### src/rtl/serial_tx_pkg.sv
// Purpose: shared state encoding and default framing constants for the serial tx/rx pair.
// Latency: n/a (types and constants only).
// Backpressure: n/a.
package serial_tx_pkg;

   // Frame phases; the matching receiver walks the same sequence
   typedef enum logic [1:0] {
      IDLE  = 2'd0,
      START = 2'd1,
      DATA  = 2'd2,
      STOP  = 2'd3
   } state_t;

   localparam int DEF_DATA_W       = 8;
   localparam int DEF_CLKS_PER_BIT = 4;

   // Counter width for a modulo-n counter; never narrower than one bit
   function automatic int cnt_w(input int n);
      return (n > 1) ? $clog2(n) : 1;
   endfunction

endpackage

### src/rtl/bit_timer.sv
// Purpose: per-bit cycle counter, counts 0..CLKS_PER_BIT-1 and flags the last cycle.
// Latency: tick is decoded from the registered count, so it is valid in the same cycle.
// Backpressure: none; clear holds the count at zero.
module bit_timer
   import serial_tx_pkg::*;
#(
   parameter int CLKS_PER_BIT = DEF_CLKS_PER_BIT
) (
   input  logic clk,
   input  logic reset_n,
   input  logic clear,
   output logic tick
);

   localparam int            CW   = cnt_w(CLKS_PER_BIT);
   localparam logic [CW-1:0] LAST = CW'(CLKS_PER_BIT - 1);

   logic [CW-1:0] cnt;

   // Count cycles within a bit, wrapping on the bit boundary
   always_ff @(posedge clk) begin
      if (!reset_n || clear) begin
         cnt <= '0;
      end else if (cnt == LAST) begin
         cnt <= '0;
      end else begin
         cnt <= cnt + CW'(1);
      end
   end

   // With CLKS_PER_BIT=1 the count sits at 0 and every cycle ends a bit
   assign tick = (cnt == LAST);

endmodule

### src/rtl/serial_tx.sv
// Purpose: parallel-to-serial line transmitter, framing: start(0), DATA_W bits LSB first, stop(1).
// Latency: frame starts the edge after an accepted load; (DATA_W+2)*CLKS_PER_BIT cycles per frame.
// Backpressure: ready is high only in IDLE; load while ready is low is dropped.
module serial_tx
   import serial_tx_pkg::*;
#(
   parameter int DATA_W       = DEF_DATA_W,
   parameter int CLKS_PER_BIT = DEF_CLKS_PER_BIT
) (
   input  logic              clk,
   input  logic              reset_n,
   input  logic [DATA_W-1:0] din,
   input  logic              load,
   output logic              ready,
   output logic              busy,
   output logic              txd
);

   // Wide enough to hold DATA_W so the count never wraps inside a frame
   localparam int            BW       = $clog2(DATA_W + 1);
   localparam logic [BW-1:0] LAST_BIT = BW'(DATA_W - 1);

   state_t            state, state_nxt;
   logic [DATA_W-1:0] shreg, shreg_nxt;
   logic [BW-1:0]     bit_cnt, bit_cnt_nxt;
   logic              tick;
   logic              timer_clr;

   // Timer is held clear while idle so START always begins at count 0
   bit_timer #(
      .CLKS_PER_BIT (CLKS_PER_BIT)
   ) u_bit_timer (
      .clk     (clk),
      .reset_n (reset_n),
      .clear   (timer_clr),
      .tick    (tick)
   );

   // State, shift register and bit counter; reset wins over any load
   always_ff @(posedge clk) begin
      if (!reset_n) begin
         state   <= IDLE;
         shreg   <= '0;
         bit_cnt <= '0;
      end else begin
         state   <= state_nxt;
         shreg   <= shreg_nxt;
         bit_cnt <= bit_cnt_nxt;
      end
   end

   // Next-state and line outputs, decoded only from registered state
   always_comb begin
      state_nxt   = state;
      shreg_nxt   = shreg;
      bit_cnt_nxt = bit_cnt;
      ready       = 1'b0;
      busy        = 1'b0;
      txd         = 1'b1;
      timer_clr   = 1'b0;
      case (state)
         IDLE: begin
            ready     = 1'b1;
            timer_clr = 1'b1;
            if (load) begin
               state_nxt   = START;
               shreg_nxt   = din;
               bit_cnt_nxt = '0;
            end
         end
         START: begin
            busy = 1'b1;
            txd  = 1'b0;
            if (tick) begin
               state_nxt = DATA;
            end
         end
         DATA: begin
            busy = 1'b1;
            txd  = shreg[0];
            if (tick) begin
               shreg_nxt   = shreg >> 1;
               bit_cnt_nxt = bit_cnt + BW'(1);
               if (bit_cnt == LAST_BIT) begin
                  state_nxt = STOP;
               end
            end
         end
         STOP: begin
            busy = 1'b1;
            if (tick) begin
               state_nxt = IDLE;
            end
         end
         default: begin
            state_nxt = IDLE;
         end
      endcase
   end

endmodule
### config.mk
export PLATFORM = sky130hd
export DESIGN_NAME = serial_tx
export DESIGN_NICKNAME = d
export VERILOG_FILES = /design/src/rtl/serial_tx_pkg.sv /design/src/rtl/bit_timer.sv /design/src/rtl/serial_tx.sv
export SDC_FILE = /design/constraint.sdc
export NUM_CORES = 1
export LEC_CHECK = 0
export ABC_CLOCK_PERIOD_IN_PS = 5070
export BUFFER_PORTS_ARGS = -buffer_cell sky130_fd_sc_hd__buf_2
export CELL_PAD_IN_SITES_DETAIL_PLACEMENT = 1
export CELL_PAD_IN_SITES_GLOBAL_PLACEMENT = 1
export CORE_MARGIN = 5
export CORE_UTILIZATION = 45
export CTS_CLUSTER_DIAMETER = 150
export DETAILED_ROUTE_END_ITERATION = 8
export PLACE_DENSITY_LB_ADDON = 0.1
export REMOVE_ABC_BUFFERS = 1
export SYNTH_ARGS = -nofsm -noshare
export SYNTH_HDL_FRONTEND = slang
export SYNTH_HIERARCHICAL = 1
export SYNTH_SLANG_ARGS = --single-unit
### constraint.sdc
create_clock -name clk -period 5.07 [get_ports clk]
set_clock_uncertainty 0.2 [all_clocks]
set_input_delay 0.507 -clock clk [delete_from_list [all_inputs] [get_ports clk]]
set_output_delay 0.507 -clock clk [all_outputs]
set_load 0.02 [all_outputs]
==> flow_summary.toml, run 1 <==
[clocking]
clock_latency_ps = 290
cts_tree = "yes"
path_clk_slew_ps = 90
h-tree-depth = 1
clock_path_buffers = 2
cts_buffers = 3
cts_setup_buffers = 0
cts_resized = 0
cts_sinks = 16
cts-root-buf = "clkbuf_4"
hold_buffers = 0

[synthesis]
synth_top_family_by_area = "compound AO/OA/AOI/OAI gates"
ys_warn_count = 6
synth_top_cell_by_area = "dfxtp_1"
syn_area_um2 = 888
yosys.area.top_type_share = 0.361
synth_area_per_cell_um2 = 9.87
synthDistinctLibCells = 32
synth-edff-count = 0
synth_flop_cell = "dfxtp_1"
synth_async_sr_flop_share = 0
synth_mux_area_frac = 0.0944
synth_xor_area_frac = 0
ys_seq_elements = 16
synth_compound_area_frac = 0.211
synthSimpleGateAreaFrac = 0.176
synthTopCellsByArea = "dfxtp_1 (36%), ha_1 (9.9%), mux2i_1 (7.9%)"
synth-seq-area-share = 0.361
synth_fa_ha_area_frac = 0.0986
syn_inst = 90

[floorplanning]
die_h_um = 54.4
start_util = 0.462
ios = 14
core-area_um2 = 1920
die_w_um = 54.4
die_area_um2 = 2960
num_rows = 16

[setup_path]
path_cells = "inv_1 > ha_1 > inv_1 > nor2_1 > a21oi_1 > buf_2"
crit_type = "reg -> out"
cp_common_cell = "inv_1"
critPathMaxFanout = 16
critPathMaxStageDelay_ps = 710
crit_slowest_cell = "ha_1"
critPathCaptureType = "output port"
critPathArrivalTime_ps = 2080
start_kind = "register"
reg2reg_depth = 6
crit_required_ps = 4360

[timing]
setup_violations = 0
hold_viol = 0
tns_ps = 0
rsz0062_at_grt = "no"
slew_headroom = 0.459
fin_crit_sh = 0.550
worst_pin_slew_ps = 812
period_needed_ps = 2790
drv_slew = 0
fmax_mhz = 358

[finish]
syn_to_final_growth_pct = 9.86
layout_commonest_cell = "dfxtp_1"
final_core_util = 0.508
final_layout_size_suffix_gt1_frac = 0.196
fin_nets = 122
n_antenna_cell = 0
stdcell_count = 129
final_cell_area_um2 = 976
final_cell_mix = "dfxtp_1 (16), buf_2 (13), nand2_1 (10)"

[routing]
drtIter0Drc = 3
wl_per_cell_um = 13.6
vias = 681
routed_wl_um = 1760
route.detailed.drc = 0
routed_via_density = 5.28
ant_nets = 0
drt_pre_antenna_iters = 2

[placed_design]
placed_area_um2 = 953
place_inst = 126
gp_congestion = 0.718
portBuffers = 13
dp_hpwl_um = 1260

[min_path]
min_path_type = "reg -> reg"
holdPathStages = 1

[pwr]
power.leakage_nw = 0.457
max-vdd-ir-drop_v = 0.000261
power_density_nw_per_um2 = 541

[flow_run]
cap_violations = 0

[global_routing]
grt-ovfl-total = 0
grt_max_degree = 19
grt_pass1_wl_um = 3160
grt_pass1_vias = 707
antenna_found_initial = 0
grtUsageTotal = 0.149

[outcome]
status = "completed"
-- flip-flops by register name, summed over array words and instances, names as in the netlist --
| register | cells |
|---|---|
| bit_cnt | 4 |
| shreg | 8 |
| state | 2 |
| u_bit_timer/cnt | 2 |
-- final timing paths --
kind,startpoint,to,slack (ps)
max,state[0],txd,2280
min,u_bit_timer/cnt[0],u_bit_timer/cnt[0],250
max reg2reg,state[0],bit_cnt[2],2570
min reg2reg,u_bit_timer/cnt[0],u_bit_timer/cnt[0],250
-- logic make-up (layout without fill, tap and decap cells) --
kind of cell	after synthesis	count (layout)
flip-flops	16	16
adder cells (fa/ha/maj)	7	7
AO/OA/AOI/OAI	23	23
AND/OR/NAND/NOR	27	27
multiplexers	8	8
buffers and inverters	9	21
-- final cells by class --
cell class | count | area, µm²
clock buffers | 3 | 22.5
fillers | 245 | 946
inverters | 5 | 18.8
multi-input cells | 65 | 515
flip-flops and latches | 16 | 320
well taps | 27 | 33.8
repair buffers | 13 | 65.1
-- layer usage --
metal  GRT usage  up-vias  wire length (µm)
met5           0        -                 0
met4      0.0871        0                44
met3      0.0245        4                50
met2       0.231       12               791
met1       0.192      315               873
li1            -      350                 -
-- power by group --
group	internal [mW]	switching, mW	total (mW)
clock	0.0276	0.0417	0.0693
combinational	0.109	0.159	0.268
sequential	0.167	0.0239	0.191
total	0.304	0.224	0.528
-- through the flow --
step                      setup slack (ps)  power [mW]  hold slack (ps)
final                                 2280       0.528              247
after global routing                  2090       0.575              279
after CTS                             2230       0.537              254
after detailed placement              2590       0.464              239
after global placement                2650       0.458              234
after floorplan                       2790       0.397              221
-- critical path, delay by kind of cell (launching register included) --
| kind | cells | cell delay (ps) |
|---|---|---|
| adder cells (fa/ha/maj) | 1 | 710 |
| buffers and inverters | 3 | 550 |
| flip-flops | 1 | 340 |
| AND/OR/NAND/NOR | 1 | 150 |
| AO/OA/AOI/OAI | 1 | 50 |
-- synth_stat cells (2+ instances only) --
library cell / instances
a21oi_1: 2
a22oi_1: 2
buf_6: 2
dfxtp_1: 16
ha_1: 7
inv_1: 5
mux2i_1: 7
nand2_1: 10
nand2b_1: 2
nand3_1: 3
nor2b_1: 3
o211a_1: 7
o21ai_0: 4
or2b_1: 2
Note: power is estimated with default switching activity, not from simulation.
==> inputs of run 2 (changes only) <==
Settings changed: ABC_AREA set to 1, ABC_CLOCK_PERIOD_IN_PS 5070 to 2800, CORE_UTILIZATION 45 to 38.
Clock period 5.07 ns to 2.8 ns, I/O delays scaled along.
==> run 2 against run 1 <==
Worst hold slack lost 180 ps. Power grew 83%. First-iteration DRC count grew to 4.7 times the previous value. Final cell count grew 33%. Clock power up 120%. Synthesized cell count up 44%. Die area grew 16%. Critical endpoint is now shreg[3]. Largest cell class unchanged.
==> flow_summary.toml, run 2 <==
[routing]
wl_per_cell_um = 11.6
vias = 824
drt_pre_antenna_iters = 3
route.detailed.drc = 0
drtIter0Drc = 14
routed_wl_um = 1990
routed_via_density = 4.79
ant_nets = 0

[clocking]
path_clk_slew_ps = 90
cts_buffers = 3
cts_tree = "yes"
cts_resized = 0
clock_latency_ps = 290
cts_setup_buffers = 0
cts_sinks = 16
h-tree-depth = 1
cts-root-buf = "clkbuf_4"
hold_buffers = 0
clock_path_buffers = 2

[synthesis]
ys_seq_elements = 16
syn_inst = 130
ys_warn_count = 6
synth-seq-area-share = 0.357
synth_area_per_cell_um2 = 6.91
synthTopCellsByArea = "dfxtp_1 (36%), nand2_1 (19%), ha_1 (9.7%)"
synth-edff-count = 0
synthDistinctLibCells = 18
synth_async_sr_flop_share = 0
yosys.area.top_type_share = 0.357
synthMostInstantiatedCell = "nand2_1"
syn_area_um2 = 898
ys_top_cells_by_count = "nand2_1 (45), dfxtp_1 (16), a21oi_1 (14), inv_1 (14), nor2_1 (11)"
synth_top_cell_by_area = "dfxtp_1"
synth_flop_cell = "dfxtp_1"

[timing]
fmax_mhz = 479
period_needed_ps = 2090
tns_ps = 0
worst_pin_slew_ps = 485
setup_violations = 0
slew_headroom = 0.677
fin_crit_sh = 0.746
hold_viol = 0
fin_ws_ps = 712
drv_slew = 0
rsz0062_at_grt = "no"

[global_routing]
grt_max_degree = 15
grt-ovfl-total = 0
antenna_found_initial = 0
grt_pass1_vias = 856
grt_pass1_wl_um = 3640
grtUsageTotal = 0.135

[flow_run]
cap_violations = 0

[placed_design]
portBuffers = 13
gp_congestion = 0.793
dp_hpwl_um = 1570
pre_cts_ws_ps = 692

[finish]
n_antenna_cell = 0
final_layout_size_suffix_gt1_frac = 0.181
final_core_util = 0.453
final_cell_mix = "nand2_1 (45), dfxtp_1 (16), inv_1 (14), a21oi_1 (14), buf_2 (13)"
nFillCells = 313
layout_commonest_cell = "nand2_1"
regMostFlops = "shreg"
fin_nets = 163
reg_top3 = "shreg (8), bit_cnt (4)"
syn_to_final_growth_pct = 12.5
largest_reg_flops = 8

[min_path]
hp-start = "reset_n"
min_to = "state[1]"
holdPathStages = 3
min_path_type = "in -> reg"

[floorplanning]
ios = 14
die_area_um2 = 3440
start_util = 0.402
core-area_um2 = 2230
die_w_um = 58.6
num_rows = 17
die_h_um = 58.6

[setup_path]
critPathCaptureType = "register"
start_kind = "register"
critPathMaxFanout = 14
r2r_slack_ps = 710
critPathArrivalTime_ps = 2070
crit_required_ps = 2780
reg2reg_depth = 7
crit_type = "reg -> reg"
r2r-end = "shreg[3]"
r2r-start = "state[0]"

[pwr]
power.leakage_nw = 0.487
power_density_nw_per_um2 = 954
power.total_uw = 964
max-vdd-ir-drop_v = 0.000456

[outcome]
status = "completed"
## run 2: how the worst max path moves through the flow
stage,to,slack [ps],depth (start not counted),startpoint
after floorplan,txd,1020,3,state[0]
after global placement,shreg[3],780,7,state[0]
after detailed placement,shreg[3],690,7,state[0]
after CTS,shreg[3],680,7,state[0]
after global routing,shreg[3],410,7,state[0]
final,shreg[3],710,7,state[0]
## run 2: stage by stage
stage	cells	instance area, µm²	hold WS (ps)
after floorplan	127	875	196
after global placement	168	975	216
after detailed placement	168	975	223
after CTS	172	1010	68.5
after global routing	172	1010	84.3
final	172	1010	70.8
## run 2: worst max-delay path, stage by stage, from the launching register on
cell,delay (ps)
dfxtp_1,350
inv_1,110
ha_1,470
inv_2,210
nand2_2,130
nand3_2,220
o21ai_0,240
a21oi_1,50
## run 2: power by group
part | internal [mW] | switching [mW]
logic | 0.155 | 0.321
clock network | 0.0792 | 0.0746
registers | 0.296 | 0.0386
total | 0.530 | 0.434
## run 2: cell families after synthesis
family | Yosys count | share of synthesized area
buf+inv | 20 | 0.0975
compound gates | 18 | 0.100
fa+ha+maj | 7 | 0.0975
simple gates | 69 | 0.348
flops | 16 | 0.357
## run 2: layout make-up
type / count / area [µm²] / share of cell area
multi-input cells: 94 / 490 / 0.485
flip-flops and latches: 16 / 320 / 0.317
clock buffers: 4 / 36.3 / 0.0359
well taps: 28 / 35.0 / 0.0347
inverters: 17 / 63.8 / 0.0631
repair buffers: 13 / 65.1 / 0.0644
## run 2: metal layers
metal / GRT usage / up-vias / part of all wire
met4: 0.0583 / 0 / 0.023
met5: 0 / - / 0
li1: - / 433 / -
met3: 0.0197 / 5 / 0.040
met1: 0.159 / 374 / 0.43
met2: 0.242 / 12 / 0.51
